`src/rtl/branch_resolver.sv`:
```
// branch_resolver: execute-stage companion to the 2-bit branch predictor.
// Fetch pushes each predicted branch into an in-order in-flight queue. When EX
// resolves the oldest branch, the entry is popped and compared against the
// actual outcome. The block produces the predictor history update and, on a
// wrong prediction, a mispredict pulse, the redirect PC and a flush window
// during which wrong-path queue entries and resolutions are discarded.
//
// Ports:
//   clk, rst                  clock, asynchronous active-high reset
//   pred_valid/state/pc/target  push request from fetch
//   pred_ready                push accepted this cycle
//   ex_valid/taken/target     resolution of the oldest branch from EX
//   hist_valid, history       {actual taken, predicted taken} update pulse
//   mispredict, redirect_pc   wrong-prediction pulse and correct fetch PC
//   flush                     kill wrong-path instructions in IF/ID
//   occupancy                 number of valid queue entries
//   err_underflow             sticky: resolution arrived with queue empty
//   resolved_cnt, mispred_cnt statistics counters (BR_STATS_EN), else 0
//
// Optional feature: define BR_STATS_EN to build the statistics counters.
module branch_resolver #(
  parameter int DEPTH     = 4,
  parameter int PTR_W     = 2,
  parameter int FLUSH_CYC = 2
) (
  input  logic             clk,
  input  logic             rst,
  input  logic             pred_valid,
  input  logic [1:0]       pred_state,
  input  logic [31:0]      pred_pc,
  input  logic [31:0]      pred_target,
  output logic             pred_ready,
  input  logic             ex_valid,
  input  logic             ex_taken,
  input  logic [31:0]      ex_target,
  output logic             hist_valid,
  output logic [1:0]       history,
  output logic             mispredict,
  output logic [31:0]      redirect_pc,
  output logic             flush,
  output logic [PTR_W:0]   occupancy,
  output logic             err_underflow,
  output logic [31:0]      resolved_cnt,
  output logic [31:0]      mispred_cnt
);

  localparam int CNT_W = (FLUSH_CYC > 1) ? $clog2(FLUSH_CYC) : 1;
  localparam logic [PTR_W:0]   FULL     = (PTR_W+1)'(DEPTH);
  localparam logic [CNT_W-1:0] CNT_LOAD = CNT_W'(FLUSH_CYC - 1);

  typedef enum logic {IDLE, FLUSH} state_t;

  state_t state, state_next;
  logic [CNT_W-1:0] cnt;

  logic [1:0]  q_state  [DEPTH];
  logic [31:0] q_pc     [DEPTH];
  logic [31:0] q_target [DEPTH];
  logic [PTR_W-1:0] rd_ptr, wr_ptr;

  logic [1:0]  head_state;
  logic [31:0] head_pc, head_target;
  logic        resolve, mis_next, push, underflow;

  // The predictor-state LSB travels with the entry but resolution only needs
  // the predicted direction.
  logic unused_state_lsb;
  assign unused_state_lsb = head_state[0];

  always_comb begin
    head_state  = q_state[rd_ptr];
    head_pc     = q_pc[rd_ptr];
    head_target = q_target[rd_ptr];
    resolve     = ex_valid && (state == IDLE) && (occupancy != '0);
    underflow   = ex_valid && (state == IDLE) && (occupancy == '0);
    mis_next    = resolve && ((ex_taken != head_state[1]) ||
                              (ex_taken && (ex_target != head_target)));
    // A mispredicting resolution clears the queue on this edge, so any push
    // in the same cycle must be refused.
    pred_ready  = (occupancy != FULL) && (state == IDLE) && !mis_next;
    push        = pred_valid && pred_ready;
  end

  // FSM: next state and outputs
  always_comb begin
    state_next = state;
    flush      = 1'b0;
    case (state)
      IDLE:  if (mis_next) state_next = FLUSH;
      FLUSH: begin
        flush = 1'b1;
        if (cnt == '0) state_next = IDLE;
      end
      default: state_next = IDLE;
    endcase
  end

  always_ff @(posedge clk or posedge rst) begin
    if (rst) begin
      state <= IDLE;
      cnt   <= CNT_LOAD;
    end else begin
      state <= state_next;
      if (state == IDLE) cnt <= CNT_LOAD;
      else if (cnt != '0) cnt <= cnt - 1'b1;
    end
  end

  // Queue pointers and occupancy
  always_ff @(posedge clk or posedge rst) begin
    if (rst) begin
      rd_ptr    <= '0;
      wr_ptr    <= '0;
      occupancy <= '0;
    end else if (mis_next) begin
      rd_ptr    <= '0;
      wr_ptr    <= '0;
      occupancy <= '0;
    end else begin
      if (push)    wr_ptr <= wr_ptr + 1'b1;
      if (resolve) rd_ptr <= rd_ptr + 1'b1;
      case ({push, resolve})
        2'b10:   occupancy <= occupancy + 1'b1;
        2'b01:   occupancy <= occupancy - 1'b1;
        default: occupancy <= occupancy;
      endcase
    end
  end

  // Entry storage needs no reset; validity is tracked by the pointers.
  always_ff @(posedge clk) begin
    if (push) begin
      q_state[wr_ptr]  <= pred_state;
      q_pc[wr_ptr]     <= pred_pc;
      q_target[wr_ptr] <= pred_target;
    end
  end

  // Registered resolution outputs
  always_ff @(posedge clk or posedge rst) begin
    if (rst) begin
      hist_valid    <= 1'b0;
      history       <= '0;
      mispredict    <= 1'b0;
      redirect_pc   <= '0;
      err_underflow <= 1'b0;
    end else begin
      hist_valid <= resolve;
      mispredict <= mis_next;
      if (resolve)   history <= {ex_taken, head_state[1]};
      if (mis_next)  redirect_pc <= ex_taken ? ex_target : head_pc + 32'd4;
      if (underflow) err_underflow <= 1'b1;
    end
  end

`ifdef BR_STATS_EN
  always_ff @(posedge clk or posedge rst) begin
    if (rst) begin
      resolved_cnt <= '0;
      mispred_cnt  <= '0;
    end else begin
      if (resolve)  resolved_cnt <= resolved_cnt + 32'd1;
      if (mis_next) mispred_cnt  <= mispred_cnt + 32'd1;
    end
  end
`else
  assign resolved_cnt = '0;
  assign mispred_cnt  = '0;
`endif

endmodule
```
`config.mk`:
```
export PLATFORM = sky130hd
export DESIGN_NAME = branch_resolver
export DESIGN_NICKNAME = d
export VERILOG_FILES = /design/src/rtl/branch_resolver.sv
export SDC_FILE = /design/constraint.sdc
export NUM_CORES = 1
export LEC_CHECK = 0
export ABC_AREA = 1
export CORE_MARGIN = 3
export CORE_UTILIZATION = 55
export CTS_CLUSTER_DIAMETER = 30
export DETAILED_ROUTE_END_ITERATION = 10
export GPL_ROUTABILITY_DRIVEN = 0
export PLACE_DENSITY = 0.88
export SETUP_SLACK_MARGIN = 0.4
export SLEW_MARGIN = 0
export SYNTH_ARGS = -nofsm -noshare
export SYNTH_HDL_FRONTEND = slang
export SYNTH_SLANG_ARGS = --single-unit
```
`constraint.sdc`:
```
create_clock -name clk -period 6.2 [get_ports clk]
set_clock_uncertainty 0.15 [all_clocks]
set_input_delay 1.24 -clock clk [delete_from_list [all_inputs] [get_ports clk]]
set_output_delay 1.24 -clock clk [all_outputs]
set_load 0.05 [all_outputs]
```
Word-level counts from Yosys, hierarchy flattened

Memories as Yosys holds them, arrays and structs flattened.
Cells that the tools add are included.

Bits in registers: 46
RAM bits: 264
Bits of input ports: 103
Output and inout port bits: 106
Word-level logic and storage cells: 55
Memories: 3

Add/subtract/negate cells: 6
Equal/unequal tests: 5
Muxes and demuxes: 15
Bitwise logic cells: 1
Reductions and logical operators: 15

Memory list:

| memory   | words | bits a word | read ports | clocked after memory_dff | write ports | line | RTL |
|---|---|---|---|---|---|---|---|
| q_pc     | 4     | 32          | 1          | 0                        | 1           | 57   | `logic [31:0] q_pc [DEPTH];` |
| q_target | 4     | 32          | 1          | 0                        | 1           | 58   | `logic [31:0] q_target [DEPTH];` |
| q_state  | 4     | 2           | 1          | 0                        | 1           | 56   | `logic [1:0] q_state [DEPTH];` |

Operator list:

| operator                                                            | number |
|---|---|
| 32-bit by 3-bit adder with 32-bit output (second input constant)    | 1 |
| 32-bit 2-to-1 mux                                                   | 1 |
| 32-bit inequality test                                              | 1 |
| 1-bit logical AND                                                   | 8 |
| 2-bit 2-to-1 mux                                                    | 4 |
| 1-bit 2-to-1 mux                                                    | 7 |
| 3-bit case mux with 2 select lines                                  | 1 |
| 3-bit nonzero test                                                  | 2 |
| 2-bit by 1-bit adder with 2-bit output (second input constant)      | 2 |
| 2-bit nonzero test                                                  | 2 |
| 3-bit by 1-bit adder with 3-bit output (second input constant)      | 1 |
| 3-bit zero test                                                     | 1 |
| 3-bit 2-to-1 mux                                                    | 1 |
| 3-bit inequality test (second input constant)                       | 1 |
| 3-bit by 1-bit subtractor with 3-bit output (second input constant) | 1 |
| 2-bit by 1-bit == test with 1-bit output (second input constant)    | 1 |
| 2-bit == test (second input constant)                               | 1 |
| 1-bit case mux with 2 select lines                                  | 1 |
| 1-bit zero test                                                     | 1 |
| 1-bit logical OR                                                    | 1 |
| 1-bit inequality test                                               | 1 |
| 1-bit NOT                                                           | 1 |
| 1-bit subtractor (second input constant)                            | 1 |

Depth between registers and ports, before layout

An unclocked memory read counts as a cell.

Depth in word-level cells: 11
Mapped depth: 25
Mapped depth without buffers: 23

Worst setup path after synthesis

Ideal clock, no wire load.

Path type: input port to flip-flop
Start: in ex_taken
End: mem q_pc[0][0] (enable)
Setup time: 0.489 ns
Data arrival time: 4.922 ns
Required time: 5.561 ns
Setup slack: 0.640 ns
Stages on the path: 11
Path buffers: 1
Cells stage by stage: clkbuf_1 nand3_1 nor2_1 nand2_1 nor2_1 nand2_1 nor2_1 nand3_1 nand2_1 nand3_2 nor2_1

Cells in the longest elaborated chain, start to end: 8
Elaborated cells on any way between the ends: 9
Those cells by class: eq/ne (1); mux (2); reduce/logical (6)

Ends and longest elaborated chain:

| element                                                    | line   | RTL |
|---|---|---|
| start: declaration                                         | 34     | `input logic ex_taken,` |
| 1-bit inequality test or 1-bit logical AND (tied branches) | 76, 77 |  |
| 1-bit logical OR (*)                                       | 76     | `mis_next = resolve && ((ex_taken != head_state[1]) \|\|` |
| 1-bit logical AND (*)                                      | 76     |  |
| 1-bit zero test (*)                                        | 80     | `pred_ready = (occupancy != FULL) && (state == IDLE) && !mis_next;` |
| 1-bit logical AND (*)                                      | 80     |  |
| 1-bit logical AND (*)                                      | 81     | `push = pred_valid && pred_ready;` |
| 1-bit 2-to-1 mux (*)                                       | 132    | `if (push) begin` |
| 1-bit 2-to-1 mux (not written as such) (*)                 | 134    | `q_pc[wr_ptr] <= pred_pc;` |
| end: declaration                                           | 57     |  |

Mark *: on every way between the ends. The rest lies on a longest branch, timed or not.

Worst setup path after layout

Start: reg rd_ptr[0]
End: out pred_ready

Cells in the longest elaborated chain, start to end: 7
Elaborated cells on any way between the ends: 9
Those cells by class: eq/ne (2); reduce/logical (5); memory (2)

Ends and longest elaborated chain:

| element                  | line | RTL |
|---|---|---|
| start: declaration       | 59   | `logic [PTR_W-1:0] rd_ptr, wr_ptr;` |
| start signal: assignment | 121  | `if (resolve) rd_ptr <= rd_ptr + 1'b1;` |
| memory read 4 x 32 bit   | -    |  |
| 32-bit inequality test   | 77   | `(ex_taken && (ex_target != head_target)));` |
| 1-bit logical AND        | 77   |  |
| 1-bit logical OR (*)     | 76   |  |
| 1-bit logical AND (*)    | 76   |  |
| 1-bit zero test (*)      | 80   |  |
| 1-bit logical AND (*)    | 80   |  |
| end: declaration         | 32   | `output logic pred_ready,` |

Marked as above.

==> metrics <==
setup violation total in the final timing report 0; source-to-sink clock delay at the later pin of the worst-skew pair 0.55 ns; Slew Viols, Final 0; Overflow after GRT 0; Yosys cell types 51; Worst Max-Slew Pin Slew 1.10 ns; number of synthesized flops with an enable pin 260; post-placement setup slack 1.43 ns; number of DRC violations after detailed-routing iteration 0 1259; CTS HTree Levels 2; die outline width 166 µm; relative area change from synthesis to final layout 22.5%; post-synthesis instance total 1298; wire length of the first global-routing pass 54300 µm; Core Region 24700 µm²; Pwr Total 0.00910 W; antenna-violating nets left 0; clock input transition at the sequential cells of the worst setup and hold paths 0.05 ns; cell breakdown of the critical path buf_4 -> nand2_1 -> nand3_1 -> nand3_1 -> nor2_1 -> nand2_1 -> nor2_1 -> nand2_1 -> nor2_1 -> nand3_1 -> nand2_1 -> inv_4 -> nor2_1 -> buf_12; area of the multi-input gates 4210 µm²; power density over cell area 531 nW/µm²; Final period util 87.0%; Layout Nets 1563; Detailed Routing Iterations Pass 1 5; result of the run finished clean; port buffer count 143; Leakage 6.68 nW; initial antenna violation count 6; unrepaired setup endpoints after global routing no; Post-Syn Area 14000 µm²; chip height 166 µm; hold-fix buffer count after cts 0; Fmax 185 MHz; most repeated cell in the gate-level netlist after synthesis sky130_fd_sc_hd__nand2_1; share of cells above drive strength 1 10.8%; quantity of gates resized following cts 0; count of vias placed by the detailed router 10300; area occupied by registers 8960 µm²; worst path bufs/invs 3; FILL cells 1632; worst setup margin 0.806 ns; instance count after placement with tap cells included 1723; Num CTS Buffers 53; largest net degree at the start of global routing 133; global-route total usage across every layer 26.3%; root buffer cell sky130_fd_sc_hd__clkbuf_16; number of ports placed on the die boundary 209; Crit path largest cell delay 0.82 ns; Max-slew headroom 26.4%; Max rail drop VDD 0.450 mV; Hold Vio Cnt, Final 0; most used standard cells in the synthesized netlist sky130_fd_sc_hd__nand2_1, sky130_fd_sc_hd__edfxtp_1, sky130_fd_sc_hd__nand3_1; post-DP HPWL 22400 µm; average wire per cell in the routed design 20.0 µm; cell type with the highest aggregate area in the netlist sky130_fd_sc_hd__edfxtp_1; Post-CTS Setup Inserts 0; cell with the biggest individual delay on the critical path sky130_fd_sc_hd__dfrtp_4; yosys warns 0; top post-synthesis cells by area sky130_fd_sc_hd__edfxtp_1, sky130_fd_sc_hd__nand2_1, sky130_fd_sc_hd__dfrtp_1, sky130_fd_sc_hd__nand3_1, sky130_fd_sc_hd__buf_4; number of sinks handled by clock tree synthesis 306; maximum buffer depth of the clock tree 3; Seq/Total Area, Yosys 64.0%; initial core utilization 56.7%; number of standard cells in the final layout excluding fillers 1826; synthesized area per cell 10.8 µm²; required time of the worst setup path 4.81 ns; category of the worst setup path launch point register; post-synthesis sequential element count 306; category of the worst setup path capture point output pin; via count of the first global-routing pass 9915; cell family with the largest share of critical-path delay simple AND/OR/NAND/NOR gates; # rows 57; dominant synthesized flop cell sky130_fd_sc_hd__edfxtp_1; data arrival time at the worst-slack endpoint 4.00 ns; CTS tree yes; CP Max Fanout 78; crit path time final 5.39 ns; post-DR vias/cell 5.65; path class of the lowest-slack min-delay path register to register; Async SR Flop Fraction 15.0%; Total Die Area 27400 µm²; accumulated negative setup slack 0 ns; Synth top area share 55.8%; class of the most critical setup path register to output pin; overall routed net length 36600 µm; reported max-cap violation count 0; DRC 0
[per-stage QoR]
stage | hold WS, ns | instance area (µm²) | utilization [%]
after floorplan | 0.322 | 14200 | -
after global placement | 0.313 | 15400 | 62.2
after detailed placement | 0.320 | 15400 | 62.2
after CTS | 0.334 | 17100 | 69.5
after global routing | 0.349 | 17200 | 69.5
final | 0.333 | 17200 | 69.5
[power by group]
part	internal (W)	switching [W]	total, W
Sequential	0.00266	0.000213	0.00287
Combinational	0.000977	0.00241	0.00339
Clock	0.00185	0.000997	0.00285
Total	0.00548	0.00362	0.00910
[cells by family (layout without fill, tap and decap cells)]
kind of cell	count (synthesis)	after routing	synth area share [%]
flip-flops	306	306	64.0
AND/OR/NAND/NOR	659	659	20.1
adder cells (fa/ha/maj)	6	6	0.590
XOR/XNOR	31	31	1.94
buffers and inverters	170	307	7.87
AO/OA/AOI/OAI	125	125	5.50
other	1	68	0.0268
[sequential cells by signal, indices dropped and copies added, names as in the netlist]
| name | flops |
|---|---|
| rd_ptr | 2 |
| wr_ptr | 2 |
| q_pc | 128 |
| cnt | 1 |
| q_state | 4 |
| hist_valid | 1 |
| state | 1 |
| redirect_pc | 32 |
| err_underflow | 1 |
| history | 2 |
| mispredict | 1 |
| q_target | 128 |
| occupancy | 3 |
[final timing paths]
check | cells past startpoint | slack [ns] | startpoint | to
max | 14 | 0.81 | rd_ptr[0] | pred_ready
min | 2 | 0.33 | redirect_pc[5] | redirect_pc[5]
max reg2reg | 22 | 1.29 | rd_ptr[0] | occupancy[2]
min reg2reg | 2 | 0.33 | redirect_pc[5] | redirect_pc[5]
max in group asynchronous | 3 | 4.34 | rst | rd_ptr[0]
min in group asynchronous | 3 | 1.04 | rst | redirect_pc[9]
[cells in the final DEF, fill, tap and decap left out, drive strengths merged]
master           n
o211ai           1
o22a             4
nor3            14
o22ai            7
and2             2
dfrtp           45
nor2            98
or2              2
a21oi           39
xnor2            9
diode            4
o31ai            1
clkbuf          57
o21ai           59
clkinv          29
dfstp            1
xor2            22
buf             17
nand2          395
nand4            8
a31o             1
conb            64
clkdlybuf4s50  142
nand3b          11
and3             1
clkinvlp         5
edfxtp         260
bufinv           6
fa               1
ha               5
a32oi            7
a31oi            4
nand3          128
inv             51
a32o             2
[layer usage]
| layer | global-route usage [%] | vias to the layer above | part of all wire [%] |
|---|---|---|---|
| met5 | 0 | - | 0.11 |
| met4 | 10.5 | 6 | 4.0 |
| met3 | 6.29 | 120 | 11 |
| met2 | 45.1 | 682 | 49 |
| met1 | 32.4 | 4868 | 36 |
| li1 | - | 4650 | - |
[tightest hold or removal path, delay by kind of cell, from the launching register on]
| family | cells | cell delay, ns |
|---|---|---|
| compound gates | 1 | 0.06 |
| flops | 1 | 0.34 |
| simple gates | 1 | 0.05 |
[cell type report]
class / count / share of cell area (%)
diodes: 4 / 0.0584
clock inverters: 42 / 2.47
flip-flops and latches: 306 / 52.3
clock buffers: 57 / 7.94
well taps: 324 / 2.36
repair buffers: 159 / 9.25
inverters: 49 / 1.12
multi-input cells: 885 / 24.5
(Power assumes the default switching activity.)
==> variant: new RTL, same settings <==
Add a define of `BR_STATS_EN`.
--- a/src/rtl/branch_resolver.sv
+++ b/src/rtl/branch_resolver.sv
@@ -18,6 +18,8 @@
 //   resolved_cnt, mispred_cnt statistics counters (BR_STATS_EN), else 0
 //
 // Optional feature: define BR_STATS_EN to build the statistics counters.
+`define BR_STATS_EN
+
 module branch_resolver #(
   parameter int DEPTH     = 4,
   parameter int PTR_W     = 2,
Check against the original RTL: not equivalent (Yosys sat finds a counterexample within 4 cycles, from zero or initial values and one cycle with rst high).
==> variant against the original RTL <==
- cell area is 25% higher
- count of clock-buffer cells in the layout is 27 higher
- first-iteration DRC count is 17% higher
- worst setup slack better by 0.070 ns
- clock power is 33% higher
- wire length is 24% higher
- maximum frequency is 1.3% higher
- sequential power is 19% higher
- sequential cell count is 64 higher
- total power is 20% higher
- synthesized area is 20% higher
==> variant: results <==
finish:
  largest_registers: "q_pc (128), q_target (128)"
  multi_input_gates: 1081
  fillers: 1908
  post-route-util: 0.7178
  nNetsFinal: 1967
  clk_share: 0.1106
  signal_buffers: 221
  multi_input_area_share: 0.2491
  drive_gt1_frac: 0.1004
  inv_count: 112
  nClkBuffers: 84
  numSequentialCells: 370
  nonClkBufAreaFrac: 0.1043
  sh_seq_area: 0.4927
logic_synthesis:
  synth_commonest_cells: "nand2_1 (499), edfxtp_1 (260), nand3_1 (161), nor2_1 (113), dfrtp_1 (109)"
  synth_area_leaders: "edfxtp_1 (47%), dfrtp_1 (16%), nand2_1 (11%)"
  netlist_instances: 1624
  synth_xor_area_frac: 0.04388
  ys_async_sr_fraction: 0.2973
  dominantRegCellSynth: "edfxtp_1"
  synth_fa_ha_area_frac: 0.006418
  ys_seq_area_frac: 0.6300
  synth_compound_area_frac: 0.04202
power_and_ir_drop:
  clock_power_w: 0.00379
  ir_drop_mv: 0.4347
  powerDensity_nw_per_um2: 507.6
  comb_power_share: 0.338
  p_leak_nw: 8.633
global_route:
  grt.total_usage: 0.2693
  grt_antenna_before_repair: 3
  use_met3: 0.05672
  met2_usage: 0.4410
cts:
  htree_num_levels: 3
  cts_inserted_buffers: 70
status:
  status: "complete, no violations"
placed_design:
  dp_hpwl_um: 27950
  dp.cells: 2174
  place_area_um2: 19060
  dp_slack_ns: 1.346
routing:
  viasPerCell: 5.702
  dr_wl_met2_um: 21980
  wire_per_inst_um: 19.64
  wl_met1_um: 17150
  wl_met3_um: 4553
  top_layer_used: "met4"
worst_setup_path:
  max_stage_delay_ns: 0.84
  worstPathArrival_ns: 3.93
  worstPathMaxFanout: 132
  cp_slowest_cell: "inv_6"
floorplanning:
  die_area_um2: 32610
sta:
  slew-limit-headroom: 0.3344
[variant: cell count changes after synthesis, moves of 11 or more]
cell	unedited run	this run
buf_4	75	8
dfrtp_1	45	109
inv_1	39	93
inv_2	7	18
nand2_1	389	499
nand3_1	126	161
nand4_1	8	19
nor2_1	89	113
nor3_1	8	22
xnor2_1	9	25
xor2_1	22	59
[variant: final timing paths]
check	startpoint	cells past startpoint	to	slack, ns
hold reg to reg	state$_DFF_PP0_	1	cnt$_DFF_PP1_	0.32
setup reg to reg	rd_ptr[0]$_DFFE_PP0P_	23	occupancy[2]$_DFFE_PP0P_	1.31
max in group asynchronous	rst	3	mispred_cnt[27]$_DFFE_PP0P_	3.73
setup / recovery	rd_ptr[0]$_DFFE_PP0P_	14	pred_ready	0.88
min in group asynchronous	rst	2	occupancy[0]$_DFFE_PP0P_	1.08
hold / removal	state$_DFF_PP0_	1	cnt$_DFF_PP1_	0.32
